===== config.mk =====
export PLATFORM = sky130hd
export DESIGN_NAME = elm_output_scheduler
export DESIGN_NICKNAME = d
export VERILOG_FILES = /design/src/rtl/elm_output_scheduler.sv
export SDC_FILE = /design/constraint.sdc
export NUM_CORES = 1
export LEC_CHECK = 0
export BUFFER_PORTS_ARGS = -buffer_cell sky130_fd_sc_hd__buf_2
export CAP_MARGIN = 25
export CORE_AREA = 2 2 118 120
export DETAILED_ROUTE_END_ITERATION = 10
export DIE_AREA = 0 0 120 122
export GPL_TIMING_DRIVEN = 0
export PLACE_DENSITY = 0.73
export RECOVER_POWER = 25
export SETUP_SLACK_MARGIN = 0.4
export SYNTH_ARGS = -nofsm -noshare
export SYNTH_HDL_FRONTEND = slang
export SYNTH_SLANG_ARGS = --single-unit

===== constraint.sdc =====
create_clock -name clock -period 4.2 [get_ports clock]
set_clock_uncertainty 0.1 [all_clocks]
set_input_delay 1.05 -clock clock [delete_from_list [all_inputs] [get_ports clock]]
set_output_delay 1.05 -clock clock [all_outputs]
set_load 0.01 [all_outputs]

===== src/rtl/elm_output_scheduler.sv =====
// elm_output_scheduler: sequences one shared fixed-latency Q6.15 multiplier
// over NUM hidden-layer outputs and their output weights, accumulates the
// products onto a bias and emits one saturated 21-bit output-neuron score.
module elm_output_scheduler #(
  parameter int N       = 21,
  parameter int AW      = 7,
  parameter int ACC_W   = 28,
  parameter int MUL_LAT = 21
) (
  input  logic          clock,
  input  logic          reset,
  input  logic          start,
  input  logic [AW:0]   num_hidden,
  input  logic [N-1:0]  bias,
  output logic [AW-1:0] h_addr,
  input  logic [N-1:0]  h_data,
  output logic [AW-1:0] w_addr,
  input  logic [N-1:0]  w_data,
  output logic [N-1:0]  mul_M,
  output logic [N-1:0]  mul_Q,
  output logic          mul_ready,
  input  logic [N-1:0]  mul_product,
  output logic          busy,
  output logic          done,
  output logic [N-1:0]  result,
  output logic          overflow
);

  localparam int WW = (MUL_LAT > 1) ? $clog2(MUL_LAT) : 1;
  localparam logic [WW-1:0] WAIT_LAST = WW'(MUL_LAT - 1);
  localparam logic [AW:0]   CNT_ONE   = (AW+1)'(1);
  localparam logic signed [ACC_W-1:0] SAT_MAX = {{(ACC_W-N+1){1'b0}}, {(N-1){1'b1}}};
  localparam logic signed [ACC_W-1:0] SAT_MIN = ~SAT_MAX;
  localparam logic [N-1:0] RES_MAX = {1'b0, {(N-1){1'b1}}};
  localparam logic [N-1:0] RES_MIN = {1'b1, {(N-1){1'b0}}};

  typedef enum logic [2:0] {
    S_IDLE,
    S_FETCH,
    S_LOAD,
    S_WAIT,
    S_ACCUM,
    S_DONE
  } state_t;

  state_t state, state_nxt;

  logic [AW-1:0]            index;
  logic [AW:0]              count;
  logic [WW-1:0]            wait_cnt;
  logic signed [ACC_W-1:0]  acc, acc_nxt;
  logic signed [ACC_W-1:0]  bias_ext, prod_ext;
  logic                     last, wait_end;

  assign bias_ext = {{(ACC_W-N){bias[N-1]}}, bias};
  assign prod_ext = {{(ACC_W-N){mul_product[N-1]}}, mul_product};
  assign last     = ({1'b0, index} == (count - CNT_ONE));
  assign wait_end = (wait_cnt == WAIT_LAST);

  assign h_addr = index;
  assign w_addr = index;
  assign mul_M  = h_data;
  assign mul_Q  = w_data;
  assign done   = (state == S_DONE);
  assign busy   = (state == S_FETCH) || (state == S_LOAD) ||
                  (state == S_WAIT)  || (state == S_ACCUM);
  // DONE keeps ready high as well, so the multiplier stays cleared and a
  // zero-length run never drops ready.
  assign mul_ready = reset || (state == S_IDLE) || (state == S_LOAD) ||
                     (state == S_DONE);

  // State register.
  always_ff @(posedge clock) begin
    if (reset) state <= S_IDLE;
    else       state <= state_nxt;
  end

  // Next-state sequencing and accumulator update.
  always_comb begin
    state_nxt = state;
    acc_nxt   = acc;
    case (state)
      S_IDLE: begin
        if (start) begin
          acc_nxt   = bias_ext;
          state_nxt = (num_hidden == '0) ? S_DONE : S_FETCH;
        end
      end
      S_FETCH: state_nxt = S_LOAD;
      S_LOAD:  state_nxt = S_WAIT;
      S_WAIT:  if (wait_end) state_nxt = S_ACCUM;
      S_ACCUM: begin
        acc_nxt   = acc + prod_ext;
        state_nxt = last ? S_DONE : S_FETCH;
      end
      S_DONE:  state_nxt = S_IDLE;
      default: state_nxt = S_IDLE;
    endcase
  end

  // Datapath registers: count/index, latency counter, accumulator, result.
  always_ff @(posedge clock) begin
    if (reset) begin
      index    <= '0;
      count    <= '0;
      wait_cnt <= '0;
      acc      <= '0;
      result   <= '0;
      overflow <= 1'b0;
    end else begin
      acc <= acc_nxt;
      if ((state == S_IDLE) && start) begin
        count <= num_hidden;
        index <= '0;
      end
      if (state == S_LOAD)
        wait_cnt <= '0;
      else if (state == S_WAIT)
        wait_cnt <= wait_cnt + WW'(1);
      if ((state == S_ACCUM) && !last)
        index <= index + AW'(1);
      // Result is registered on entry to DONE so it is valid while done is high.
      if (state_nxt == S_DONE) begin
        if (acc_nxt > SAT_MAX) begin
          result   <= RES_MAX;
          overflow <= 1'b1;
        end else if (acc_nxt < SAT_MIN) begin
          result   <= RES_MIN;
          overflow <= 1'b1;
        end else begin
          result   <= acc_nxt[N-1:0];
          overflow <= 1'b0;
        end
      end
    end
  end

endmodule

* Yosys cells after proc, flatten, opt, wreduce, memory -nomap -nowiden *
Index checks and enable logic that the tools add are counted.

storage, ports and cells
  latch bits = 0
  RAM bits = 0
  bits in read-only memories = 0
  output and inout bits = 81
  logic and storage cells = 47
  memories = 0
  register bits after elaboration = 73
  input bits = 95

operators by class
  bitwise gates (word level) = 0
  multipliers = 0
  $lt $le $gt $ge = 2
  eq/ne operators = 8
  divide/modulo/power cells = 0
  muxes and demuxes = 13
  shift-type cells = 0
  add/subtract/negate cells = 4
  reductions and logical operators = 13

operators with widths
  cell                                                  number
  one-hot mux 28 bit (2 select lines)                   1
  2-to-1 mux 21 bit                                     2
  adder 28 x 21 -> 28 bit                               1
  > comparator 28 x 21 -> 1 bit, second input constant  1
  < comparator 28 x 21 -> 1 bit, second input constant  1
  2-to-1 mux 28 bit                                     1
  one-hot mux 3 bit (5 select lines)                    1
  2-to-1 mux 7 bit                                      2
  2-to-1 mux 3 bit                                      4
  == test 3 bit, second input constant                  3
  == test 7 x 8 -> 1 bit                                1
  zero test 8 bit                                       1
  subtractor 8 x 1 -> 8 bit, second input constant      1
  adder 7 x 1 -> 7 bit, second input constant           1
  == test 3 x 2 -> 1 bit, second input constant         2
  logical OR 1 bit                                      6
  adder 5 x 1 -> 5 bit, second input constant           1
  == test 5 bit, second input constant                  1
  == test 3 x 1 -> 1 bit, second input constant         1
  zero test 3 bit                                       1
  logical AND 1 bit                                     2
  2-to-1 mux 1 bit                                      2
  nonzero test 2 bit                                    1
  OR reduction 2 bit                                    1
  zero test 1 bit                                       1

* Longest topological paths before layout *
Gate-level depths: netlist of run 1.

  depth in word-level cells = 5
  mapped depth = 13
  depth with buffers taken out = 12

* Worst setup path before layout of run 1 *
No wires, ideal clock.

  path type = input to register
  start point = in mul_product[0]
  end point = reg result[10]
  arrival = 3.840 ns
  path slack = 0.143 ns
  stages on the path = 13
  path buffers = 1
  data required time = 3.983 ns
  setup time = 0.117 ns
  path through = ha_1 -> fa_1 -> a21oi_2 -> o221ai_2 -> a211o_4 -> a31oi_4 -> o31ai_2 -> xor2_1 -> a221oi_4 -> nor3_1 -> a41o_1 -> buf_6 -> a32o_1

between the ends
  longest elaborated chain between the ends = 5
  elaborated cells on any way between the ends = 6
  those cells by class = 1 x add/sub; 2 x order compare; 3 x mux

RTL lines
  item                                   RTL line  RTL
  from (decl)                            22        input logic [N-1:0] mul_product,
  adder 28 x 21 -> 28 bit *              93        acc_nxt = acc + prod_ext;
  one-hot mux 28 bit (2 select lines) *  82        case (state)
  < comparator 28 x 21 -> 1 bit          127       end else if (acc_nxt < SAT_MIN) begin
  2-to-1 mux 21 bit                      127
  2-to-1 mux 21 bit *                    124       if (acc_nxt > SAT_MAX) begin
  to (signal assigned)                   131       result <= acc_nxt[N-1:0];
  to (decl)                              25        output logic [N-1:0] result,

Every way passes the cells marked *; elsewhere a longest branch is shown, timed or not.
A chain may end at the register's enable or synchronous reset.

* Final worst setup path of run 1 *
  start point = in mul_product[0]
  end point = reg result[17]

The elaborated chain is that of the path after synthesis.

==> results.toml, run 1 <==
[floorplanning]
die_w_um = 120
die_h_um = 122
die-area_um2 = 14600
row_count = 43
ioPinCount = 176
initial_core_util_pct = 43.8
fp.coreArea_um2 = 13500

[power]
p_switching_mw = 0.823
peakVddDrop_uv = 225
pwr-share-comb_pct = 34.7
clockPowerShare_pct = 33.9
intPower_mw = 1.63
p_leak_nw = 3.18
fin_total_pwr_mw = 2.46
seqPwrFrac_pct = 31.4
p_sw_share_pct = 33.5
cellPowerDensity_nw_per_um2 = 320

[logic_synthesis]
yosysWarnings = 0
async_flop_share_pct = 0
synth_cell_types = 76
syn_nets = 886
synth_edf_count = 0
synth_area_per_cell_um2 = 7.79
synthCells = 759
ys_seq_elements = 73
ys_seq_area_share_pct = 24.7
synth_area_um2 = 5910
synthFlopType = "dfxtp_1"

[timing]
slew_viol_final = 0
fin_crit_ns = 3.88
setup_viol = 0
fmax_mhz = 258
final-hold-violation-count = 0
setup_tns_ns = 0
fin_crit_sh_pct = 92.3
rsz0062_at_grt = "true"
worstMarginPinSlew_ns = 0.714
maxSlewHeadroom_pct = 52.2

[final_layout]
drive_gt1_share_pct = 30.9
regArea_um2 = 1460
antenna_cells = 0
syn2layout_area_growth_pct = 29.9
n_fill_cell = 1253
mostFrequentLayoutCells = "nor2_1, buf_2, buf_4"
multi_input_area_um2 = 4150
layout_commonest_cell = "nor2_1"
layout.nets = 1059
final_util_pct = 56.9

[setup_path]
crit_required_ns = 4.33
path_buf_inv = 3
worstSetupEndpointType = "flip-flop"
crit_slowest_cell = "or4b_4"
path_class = "in2reg"
worst_setup_path_start_kind = "primary input"
cp_cell_sequence = "buf_8, ha_4, fa_2, a21oi_4, o221ai_2, a211o_4, a21oi_4, buf_6, or4b_4, o311ai_4, nor2_4, a41o_4, buf_6, a32o_1"
cp_max_fo = 10
cp_slowest_stage_delay_ns = 0.47
critPathTopFamily = "compound AO/OA/AOI/OAI gates"
cp.arrival_ns = 4.01

[clocking]
cts_buffers = 9
cts_tree = "done"
cts_max_path_buffers = 2
clk_pin_slew_ns = 0.06
root_buffer = "clkbuf_16"
htree_levels = 3
cts_sinks = 73
clk_latency_ns = 0.34

[global_route]
grt_pass1_wl_um = 28800
grt_max_degree = 13
antenna_found_initial = 0
grt_pass1_vias = 5791
overflow = 0
grt_use_total_pct = 24.4

[outcome]
outcome = "finished clean"

[route]
route.detailed.wl_per_inst_um = 16.5
drt_iter0_markers = 482
dr.pass1.iters = 8
vias_per_cell = 5.63
routed_wl_um = 18500
vias = 6290
ant_nets = 0
drc_errors = 0

[place]
numPortBuffers = 132
post-dp-hpwl_um = 13400
gp_congestion = 0.889

[min_path]
min_path_type = "reg2reg"

[run]
cap_violations = 0
-- power groups by stage --
stage / Clock, mW / Sequential [mW] / Combinational [mW]
2_1_floorplan: 0 / 0.770 / 0.533
3_3_place_gp: 0 / 0.781 / 0.706
3_5_place_dp: 0 / 0.782 / 0.713
4_1_cts: 0.836 / 0.768 / 0.784
5_1_grt: 0.866 / 0.772 / 0.922
6_report: 0.833 / 0.770 / 0.853
-- repair_timing --
action | CTS | global route
pin swaps | 26 | 18
cloned | 2 | 0
hold buffers | 0 | 0
buffers inserted | 19 | 9
resized for setup | 35 | 38
setup endpoints to repair | 22 | 24
-- logic make-up (layout without fill, tap and decap cells) --
kind of cell | after synthesis | in the layout | share of synthesized area [%]
adders and majority gates | 32 | 32 | 6.90
and+or+nand+nor | 304 | 304 | 24.2
muxes | 5 | 5 | 0.889
DFF | 73 | 73 | 24.7
AOI/OAI and AO/OA | 202 | 202 | 27.1
buffers and inverters | 107 | 285 | 10.9
xor gates and xnor gates | 36 | 36 | 5.33
-- per-layer routing --
metal,track usage (%),up-vias,share of wire [%]
met5,0,-,0
met4,7.43,0,1.8
met3,4.49,29,7.2
met2,42.5,270,50
met1,30.6,2940,41
li1,-,3051,-
-- cell type report --
type | instances | area share (%)
Multi-Input combinational cell | 579 | 54.0
Tap cell | 180 | 2.93
Timing Repair Buffer | 162 | 11.3
Clock inverter | 5 | 1.03
Clock buffer | 11 | 3.16
Sequential cell | 73 | 19.0
Inverter | 11 | 0.537
Buffer | 96 | 8.03
-- through the flow --
step | std cells | hold WS, ns | worst slack, ns | cell area [um^2]
6_report | 1117 | 0.368 | 0.324 | 7680
5_1_grt | 1117 | 0.396 | 0.254 | 7680
4_1_cts | 1108 | 0.372 | 0.330 | 7500
3_5_place_dp | 1071 | 0.364 | -0.273 | 6830
3_3_place_gp | 1071 | 0.354 | -0.252 | 6830
2_1_floorplan | 759 | 0.350 | 0.297 | 5940
-- synth_stat cells, types with 5 or more instances --
library cell  count  area share, %
nor2_1          126            8.0
dfxtp_1          73             25
a21oi_1          66            5.6
nand2_1          61            3.9
buf_4            52            6.6
ha_1             31            6.6
nor3_1           29            2.5
clkbuf_1         27            1.7
xor2_1           22            3.3
a32o_1           20            3.4
nand3_1          19            1.6
o221ai_1         16            2.4
nand2b_1         15            1.6
o21ai_0          14            1.2
xnor2_1          14            2.1
nand4_1          12            1.3
inv_1            11           0.70
and3_1            9           0.95
o21a_1            8            1.0
a21o_1            7           0.89
buf_2             6           0.51
a211oi_2          5            1.1
a221oi_1          5           0.74
and2_1            5           0.53
buf_1             5           0.32
buf_6             5           0.95
o211ai_1          5           0.63
or2_2             5           0.53
-- worst min-delay path, cell delays in order, from the launching register on --
cell	delay [ns]
dfxtp_1	0.31
nand2_1	0.06
a21oi_1	0.06
-- path summary, 6_finish.rpt --
path                   from    endpoint  slack [ns]  depth (start not counted)
max          mul_product[0]  result[17]        0.32                         14
min              result[20]  result[20]        0.37                          2
max reg2reg          acc[0]  result[17]        0.78                         13
min reg2reg      result[20]  result[20]        0.37                          2
-- registers in the layout (all words and copies together) (netlist names) --
register  cells
count         8
acc          28
state         3
h_addr        7
result       21
wait_cnt      5
overflow      1
Power figures use the tool's default switching activity.
==> inputs of run 2 (changes only) <==
--- a/config.mk
+++ b/config.mk
@@ -5,13 +5,14 @@
 export SDC_FILE = /design/constraint.sdc
 export NUM_CORES = 1
 export LEC_CHECK = 0
+export ABC_AREA = 1
 export BUFFER_PORTS_ARGS = -buffer_cell sky130_fd_sc_hd__buf_2
 export CAP_MARGIN = 25
-export CORE_AREA = 2 2 118 120
+export CORE_AREA = 2 2 119 121
 export DETAILED_ROUTE_END_ITERATION = 10
-export DIE_AREA = 0 0 120 122
+export DIE_AREA = 0 0 121 123
 export GPL_TIMING_DRIVEN = 0
-export PLACE_DENSITY = 0.73
+export PLACE_DENSITY = 0.72
 export RECOVER_POWER = 25
 export SETUP_SLACK_MARGIN = 0.4
 export SYNTH_ARGS = -nofsm -noshare
==> run 2 against run 1 <==
- combinational power hardly changed
- sequential share of layout area is 1.6 points higher
- critical endpoint is now result[14]
- total power is 4.1% lower
- fmax is 15% higher
- cell area is 7.5% lower
- count of clock-buffer cells in the layout is 2 higher
- synthesized cell count is 25% higher
- global-route usage is 2.0 points lower
- hold slack better by 0.018 ns
- core utilization is 4.7 points lower
- final cell count is 14% higher
==> results.toml, run 2 <==
[outcome]
outcome = "finished clean"

[route]
vias = 6223
routed_wl_um = 16500
vias_per_cell = 4.87
drc_errors = 0
drt_iter0_markers = 391
route.detailed.wl_per_inst_um = 12.9
dr.pass1.iters = 5
ant_nets = 0

[timing]
fin_crit_sh_pct = 80.6
setup_tns_ns = 0
fin_crit_ns = 3.38
slew_viol_final = 0
rsz0062_at_grt = "false"
setup_viol = 0
maxSlewHeadroom_pct = 53.1
worstMarginPinSlew_ns = 0.703
final-hold-violation-count = 0
fmax_mhz = 296

[logic_synthesis]
yosysTopAreaCell = "dfxtp_1"
synthFlopType = "dfxtp_1"
ys_seq_area_share_pct = 24.5
ys_seq_elements = 73
synth_common_cells = "nand2_1, inv_1, nor2_1"
synthCells = 949
synth_area_um2 = 5980
synth_area_per_cell_um2 = 6.30
synth_top_area_share_pct = 24.5
yosysWarnings = 0
synth_cell_types = 47
synth_edf_count = 0
synth_area_leaders = "dfxtp_1, nand2_1, inv_1"
yosysMostFrequentCell = "nand2_1"
syn_nets = 1076
async_flop_share_pct = 0

[clocking]
root_buffer = "clkbuf_16"
post-cts-setup-buffer-count = 0
htree_levels = 3
cts_hold_buf = 0
clk_pin_slew_ns = 0.06
cts_max_path_buffers = 2
cts_resized = 0
cts_buffers = 9
cts_tree = "done"
cts_sinks = 73
clk_latency_ns = 0.34

[global_route]
overflow = 0
grt_use_total_pct = 22.5
grt_pass1_vias = 5712
grt_pass1_wl_um = 26500
grt_max_degree = 12
antenna_found_initial = 0

[setup_path]
cp_max_fo = 10
reg2regPathDepth = 21
regToRegEndpoint = "result[14]"
crit_required_ns = 4.32
cp.arrival_ns = 3.51
path_class = "in2reg"
rr_startpoint = "acc[0]"
worst_setup_path_start_kind = "primary input"
worstSetupEndpointType = "flip-flop"
rrSetupSlack_ns = 1.32

[power]
p_switching_mw = 0.866
peakVddDrop_uv = 191
fin_total_pwr_mw = 2.35
p_leak_nw = 3.72
cellPowerDensity_nw_per_um2 = 331
p_sw_share_pct = 36.8
pwr-share-comb_pct = 36.1
clockPowerShare_pct = 30.9
seqPwrFrac_pct = 33.0
intPower_mw = 1.49

[place]
post-dp-hpwl_um = 13200
gp_congestion = 0.963
dp_cells = 1262
numPortBuffers = 133

[floorplanning]
fp.coreArea_um2 = 13600
die-area_um2 = 14900
initial_core_util_pct = 43.9
row_count = 43
die_w_um = 121
ioPinCount = 176
die_h_um = 123

[min_path]
min_path_type = "reg2reg"
hold_start = "wait_cnt[0]"
hold_depth = 2
min_to = "wait_cnt[0]"

[final_layout]
antenna_cells = 0
drive_gt1_share_pct = 21.7
layout.nets = 1220
syn2layout_area_growth_pct = 18.9
top_register = "acc"
layout_commonest_cell = "nand2_1"
final_util_pct = 52.2
largest_reg_flops = 28
n_fill_cell = 1470
finalNonFillerCells = 1277
reg_top3 = "acc: 28 flops, result: 21 flops, count: 8 flops"
mostFrequentLayoutCells = "nand2_1, inv_1, buf_2"

[run]
cap_violations = 0
==> run 2: critical path, stage by stage <==
cell      delay, ns
buf_2          0.11
ha_1           0.24
fa_1           0.39
nand2_1        0.09
nand2_1        0.09
nand3_1        0.08
nand2_1        0.11
nand2_1        0.10
nand2_2        0.11
nand2_1        0.11
nand2_1        0.06
nand2_1        0.06
nand3_1        0.06
nand2_1        0.11
nand2_1        0.06
nor2_1         0.08
nand2_1        0.11
nand2_2        0.12
nand2_4        0.07
clkinv_4       0.08
buf_8          0.16
a21oi_2        0.06
==> run 2: worst max path at each step <==
| stage | startpoint | to | slack [ns] | cells past startpoint |
|---|---|---|---|---|
| floorplan | mul_product[0] | result[10] | 1.02 | 21 |
| global placement | mul_product[0] | result[18] | 0.53 | 22 |
| detailed placement | mul_product[0] | result[15] | 0.52 | 22 |
| CTS | state[1] | busy | 0.85 | 7 |
| global route | mul_product[0] | result[18] | 0.53 | 21 |
| finish | mul_product[0] | result[14] | 0.82 | 22 |
==> run 2: cells by family (layout without fill, tap and decap cells) <==
kind of cell	Yosys count	count (layout)	synth area share, %
DFF	73	73	24.5
and+or+nand+nor	449	449	32.7
adders and majority gates	32	32	6.82
AOI/OAI and AO/OA	141	141	14.1
buffers and inverters	228	376	18.1
xor gates and xnor gates	26	26	3.81
==> run 2: layout make-up <==
class / instances / area, um^2 / area share [%]
Clock buffer: 13 / 260 / 3.66
Buffer: 70 / 479 / 6.75
Multi-Input combinational cell: 648 / 3440 / 48.4
Timing Repair Buffer: 133 / 628 / 8.84
Inverter: 158 / 601 / 8.45
Sequential cell: 73 / 1460 / 20.6
Tap cell: 180 / 225 / 3.17
Clock inverter: 2 / 13.8 / 0.194
==> run 2: power groups by stage <==
stage               combinational (mW)  sequential [mW]  clock (mW)
global placement                 0.829            0.789           0
CTS                              0.843            0.776       0.737
finish                           0.850            0.777       0.727
global route                     0.961            0.781       0.761
floorplan                        0.636            0.781           0
detailed placement               0.836            0.791           0
==> run 2: metrics by stage <==
stage	setup slack, ns	hold slack (ns)	area [um^2]
3_5_place_dp	0.519	0.377	6870
4_1_cts	0.849	0.387	7140
3_3_place_gp	0.533	0.363	6870
2_1_floorplan	1.02	0.336	5980
6_report	0.817	0.386	7100
5_1_grt	0.527	0.406	7100
==> run 2: metal layers <==
layer  up-vias  part of all wire, %  global-route usage [%]
met4         0                  2.2                    7.92
met1      2718                   44                    28.4
met5         -                    0                       0
met3        28                  7.9                    3.83
li1       3242                    -                       -
met2       235                   46                    38.6
